==> src/rtl/swt_debounce.sv <==
// ---------------------------------------------------------------------------
// swt_debounce
//
// Conditioning stage between the raw board switches and the 8-switch LED
// logic. Each switch bit goes through:
//   1. A two-flop synchronizer. The raw pins are asynchronous to clk and can
//      bounce, so only the second stage is used downstream.
//   2. A stability counter. The debounced level flips only after the
//      synchronized input has differed from it for STABLE_CYCLES consecutive
//      cycles. Any return to the current level restarts the whole count.
//   3. Registered edge detection. This gives one-cycle rise/fall pulses and a
//      combined "something changed" flag for later sequential consumers.
//
// Every output comes from a flop, so there is no combinational path from
// swt_raw to any output.
//
// Ports:
//   clk       in   1      system clock; all state changes on the rising edge
//   rst       in   1      synchronous, active-high reset
//   swt_raw   in   WIDTH  raw switch pins (asynchronous, may bounce)
//   swt       out  WIDTH  debounced switch levels (feeds the LED logic)
//   swt_rise  out  WIDTH  one-cycle pulse per bit on a debounced 0->1
//   swt_fall  out  WIDTH  one-cycle pulse per bit on a debounced 1->0
//   swt_chg   out  1      OR of all rise/fall pulses, same cycle as them
//
// Parameters:
//   WIDTH          number of switch bits
//   STABLE_CYCLES  cycles a difference must persist before swt flips (>= 2)
//   CNT_W          counter width; 2**CNT_W must exceed STABLE_CYCLES-1
// ---------------------------------------------------------------------------
module swt_debounce #(
    parameter int WIDTH         = 8,
    parameter int STABLE_CYCLES = 1000000,
    parameter int CNT_W         = 20
) (
    input  logic             clk,
    input  logic             rst,
    input  logic [WIDTH-1:0] swt_raw,
    output logic [WIDTH-1:0] swt,
    output logic [WIDTH-1:0] swt_rise,
    output logic [WIDTH-1:0] swt_fall,
    output logic             swt_chg
);

    // Per-bit state. IDLE means the synchronized input agrees with the
    // debounced level. PENDING means they differ and the counter is running.
    localparam logic ST_IDLE    = 1'b0;
    localparam logic ST_PENDING = 1'b1;

    // Terminal count. Reaching it while still PENDING flips the output bit.
    localparam logic [CNT_W-1:0] CNT_LAST = CNT_W'(STABLE_CYCLES - 1);

    logic [WIDTH-1:0] sync1;
    logic [WIDTH-1:0] sync2;
    logic [CNT_W-1:0] cnt [WIDTH];

    logic [WIDTH-1:0] state;
    logic [WIDTH-1:0] flip;
    logic [WIDTH-1:0] rise_next;
    logic [WIDTH-1:0] fall_next;

    // Two-flop synchronizer, with nothing between the stages.
    // Reset clears both stages so that a switch held high during reset is
    // treated as a fresh change afterwards. It then has to pass the full
    // stability count before it shows up on swt.
    always_ff @(posedge clk) begin
        if (rst) begin
            sync1 <= '0;
            sync2 <= '0;
        end else begin
            sync1 <= swt_raw;
            sync2 <= sync1;
        end
    end

    // Decode the per-bit state and find the bits that flip on this edge.
    // The state is simply "synchronized input differs from debounced level".
    // A flip occurs when a bit is PENDING and its counter is at terminal
    // count. The new level of a flipping bit is sync2, which tells us the
    // pulse direction.
    always_comb begin
        state     = sync2 ^ swt;
        flip      = '0;
        rise_next = '0;
        fall_next = '0;
        for (int i = 0; i < WIDTH; i++) begin
            flip[i]      = (state[i] == ST_PENDING) && (cnt[i] == CNT_LAST);
            rise_next[i] = flip[i] & sync2[i];
            fall_next[i] = flip[i] & ~sync2[i];
        end
    end

    // Stability counters, one per bit.
    // - IDLE clears the counter. A bounce back to the current level therefore
    //   throws away all progress.
    // - PENDING counts up until terminal count, then wraps to 0 on the same
    //   edge where the output flips. That makes the next cycle IDLE again.
    // The counter never goes past CNT_LAST, so it cannot wrap through zero.
    always_ff @(posedge clk) begin
        if (rst) begin
            for (int i = 0; i < WIDTH; i++) begin
                cnt[i] <= '0;
            end
        end else begin
            for (int i = 0; i < WIDTH; i++) begin
                case (state[i])
                    ST_IDLE: begin
                        cnt[i] <= '0;
                    end
                    ST_PENDING: begin
                        if (flip[i]) begin
                            cnt[i] <= '0;
                        end else begin
                            cnt[i] <= cnt[i] + 1'b1;
                        end
                    end
                    default: begin
                        cnt[i] <= '0;
                    end
                endcase
            end
        end
    end

    // Debounced levels and event pulses.
    // A flipping bit toggles. Since flips only happen while sync2 differs from
    // swt, toggling is the same as loading sync2. The pulses are registered
    // from the same flip decode, so they line up exactly with the swt change.
    // They fall back to 0 on the next edge because flip cannot fire two
    // cycles in a row. A bit cannot be both rising and falling at once,
    // because rise_next and fall_next use opposite polarities of sync2.
    always_ff @(posedge clk) begin
        if (rst) begin
            swt      <= '0;
            swt_rise <= '0;
            swt_fall <= '0;
            swt_chg  <= 1'b0;
        end else begin
            swt      <= swt ^ flip;
            swt_rise <= rise_next;
            swt_fall <= fall_next;
            swt_chg  <= |(rise_next | fall_next);
        end
    end

endmodule

==> config.mk <==
export PLATFORM = sky130hd
export DESIGN_NAME = swt_debounce
export DESIGN_NICKNAME = d
export VERILOG_FILES = /design/src/rtl/swt_debounce.sv
export SDC_FILE = /design/constraint.sdc
export NUM_CORES = 1
export LEC_CHECK = 0
export ABC_AREA = 1
export CAP_MARGIN = 5
export CORE_MARGIN = 1
export CORE_UTILIZATION = 60
export CTS_BUF_LIST = sky130_fd_sc_hd__clkbuf_4 sky130_fd_sc_hd__clkbuf_8
export CTS_CLUSTER_DIAMETER = 200
export DETAILED_ROUTE_END_ITERATION = 12
export PLACE_DENSITY = 0.77
export SKIP_LAST_GASP = 1
export SLEW_MARGIN = 40
export SYNTH_ARGS = -nofsm -noshare
export SYNTH_HDL_FRONTEND = slang
export SYNTH_SLANG_ARGS = --single-unit
==> constraint.sdc <==
create_clock -name clk -period 4.8 [get_ports clk]
set_input_delay 1.44 -clock clk [delete_from_list [all_inputs] [get_ports clk]]
set_output_delay 1.44 -clock clk [all_outputs]
set_load 0.02 [all_outputs]
==> out/qor.csv <==
metric,value,unit
"Avg Cell Area, Syn",8.775,um2
"CTS clk-pin slew, worst paths",0.06,ns
net count reported at finish,1458,
Max-Slew Margin vs Limit,45.41,%
row cnt,48,
clk buf depth,3,
Via density,4.848,
DRC viols,0,
Via Count,8207,
Final HPWL DP,14200,um
ys flop type,edfxtp_1,
CP Cell Sequence,"clkdlybuf4s50_1, buf_4, inv_1, buf_4, nand3_1, nor3b_1",
CTS Sinks,201,
fin crit period,3.293,ns
1st-pass router iterations,6,
placed insts,1627,
P per Cell Area,305.8,mW/mm2
GRT Resource Usage Total,22.13,%
"Slowest-stage cell, CP",nand3_1,
I/O pins,35,
Die Y,135.7,um
"Cell Area, Synth",0.01072,mm2
Post-synth EDFFs,160,
Worst setup SP type,input port,
number of global-route vias before repair,7693,
count of different cell masters after synthesis,43,
Commonest cells post-synth,"214 x nor2_1, 203 x nand2_1, 160 x edfxtp_1, 160 x inv_1, 65 x nand3_1",
port buffer count,34,
Starting Density,61.78,%
skew final,0.01227,ns
largest net degree at the start of global routing,23,
RePlAce Congestion,0.8630,
setup ws final,1.507,ns
cell with the most instances after synthesis,nor2_1,
setup_tns,0,ns
post-cts sizing count,0,
Setup crit start,rst,
Leak,5.223,nW
RSZ-0062 raised after global routing,false,
Seq cells post-synth,201,
antenna cells,0,
first-pass GRT wire length,33040,um
share of the synthesized area in the top cell type,44.81,%
status,completed,
Worst Tran Pin Value,0.8166,ns
period utilization,68.60,%
htree depth,2,
Critical Path End Type,register,
Area Overhead vs Synth,17.98,%
Final Slew Violations,0,
Clock Latency Late Sink,0.52,ns
Peak Freq,0.3037,GHz
crit-path max FO,22,
Post-CTS Setup Bufs,0,
Synth Instances,1222,
Max Cap Viol,0,
share of layout cells above drive strength 1,10.83,%
Antenna Nets Post-Route,0,
min-delay src,sync1[1]$_SDFF_PP0_,
sequential fraction of the synthesis area,52.46,%
Finished Layout Cells,1693,
largest area contributor in the netlist,edfxtp_1,
Die ar.,0.01841,mm2
largest cells by area after synthesis,"edfxtp_1 45%, dfxtp_1 7.7%, nor2_1 7.5%",
hold violation count in the final report,0,
peak supply drop,0.2149,mV
drt first-iter violations,550,
Synth Warn #,0,
overall power,0.003869,W
core area,0.01736,mm2
Root Driver,clkbuf_8,
chip width,135.7,um
Setup CP Type,input port to register,
Num CTS Buffers,36,
post-cts hold buffer count,0,
crit-path max cell delay,0.59,ns
reg-to-reg critical path startpoint,cnt[0][40]$_SDFFCE_PN0P_,
"Req. time, crit path",5.14,ns
gr ovfl total,0,
"most used cell, CP",buf_4,
Hold Path Class,register to register,
Detailed Route WL,19360,um
WP data arrival,3.63,ns
CTS tree,yes,
drt wl/cell,11.43,um
Async SR Flop Fraction,0,%
initial antenna violation count,0,
final setup violation count,0,
pre-CTS setup slack,0.9758,ns
[layer usage]
metal	part of all wire, %	global-route usage [%]	vias to the layer above
met2	47	37.16	151
li1	-	-	4301
met3	4.4	4.302	37
met5	0	0	-
met1	47	28.50	3718
met4	2.0	7.615	0
[power by group]
part	internal [W]	switching (W)
Combinational	0.0000530	0.000106
Clock	0.00100	0.000700
Sequential	0.00194	0.0000608
[worst paths after layout]
kind                               to  slack [ns]  cells past startpoint
max          cnt[0][42]$_SDFFCE_PN0P_        1.51                      6
min               sync2[1]$_SDFF_PP0_        0.40                      2
max reg2reg  cnt[0][53]$_SDFFCE_PN0P_        2.60                      6
min reg2reg       sync2[1]$_SDFF_PP0_        0.40                      2
[through the flow]
step                      instance area (um2)  util (%)  hold WS, ns
after CTS                               12650     72.89       0.4043
after floorplan                         11320         -       0.3883
after global routing                    12650     72.89       0.4223
after global placement                  11870     68.36       0.3904
final                                   12650     72.89       0.4018
after detailed placement                11870     68.36       0.3957
[registers in the layout, indices dropped and copies added (netlist names), named ones only]
signal and flops:
cnt 160, swt_chg 1, swt_fall 8, swt_rise 8, sync1 8, sync2 8
[layout by cell type (no fill, tap or decap), drive strengths merged, types with 2 or more instances in the layout]
master,n
o21ai,35
nor3b,15
nand2,217
or2,9
nor3,47
bufinv,2
clkinvlp,2
ha,8
a21oi,59
nand3b,2
conb,160
clkinv,8
clkdlybuf4s50,34
buf,2
xnor2,18
nand4,31
nand3,78
nor4,5
xor2,47
o21bai,7
inv,179
edfxtp,160
clkbuf,53
dfxtp,41
o211a,2
nor2,241
[cell families after synthesis]
group | after synthesis | share of synthesized area [%]
AOI/OAI and AO/OA | 107 | 5.449
DFF | 201 | 52.46
adders and majority gates | 8 | 0.9335
buffers and inverters | 193 | 7.083
and+or+nand+nor | 647 | 28.73
xor gates and xnor gates | 65 | 5.309
other | 1 | 0.03497
[final cells by class]
class	count	area [um2]
inverter	178	668.1
multi-input combinational	987	4935
fill	1345	4706
timing repair buffer	36	355.3
clock buffer	53	666.9
tap	225	281.5
sequential	201	5625
clock inverter	13	118.9
[worst max-delay path, delay by kind of cell]
family / cells / cell delay [ns]
simple gates: 2 / 0.96
buf+inv: 4 / 1.23
(Power assumes the default switching activity.)
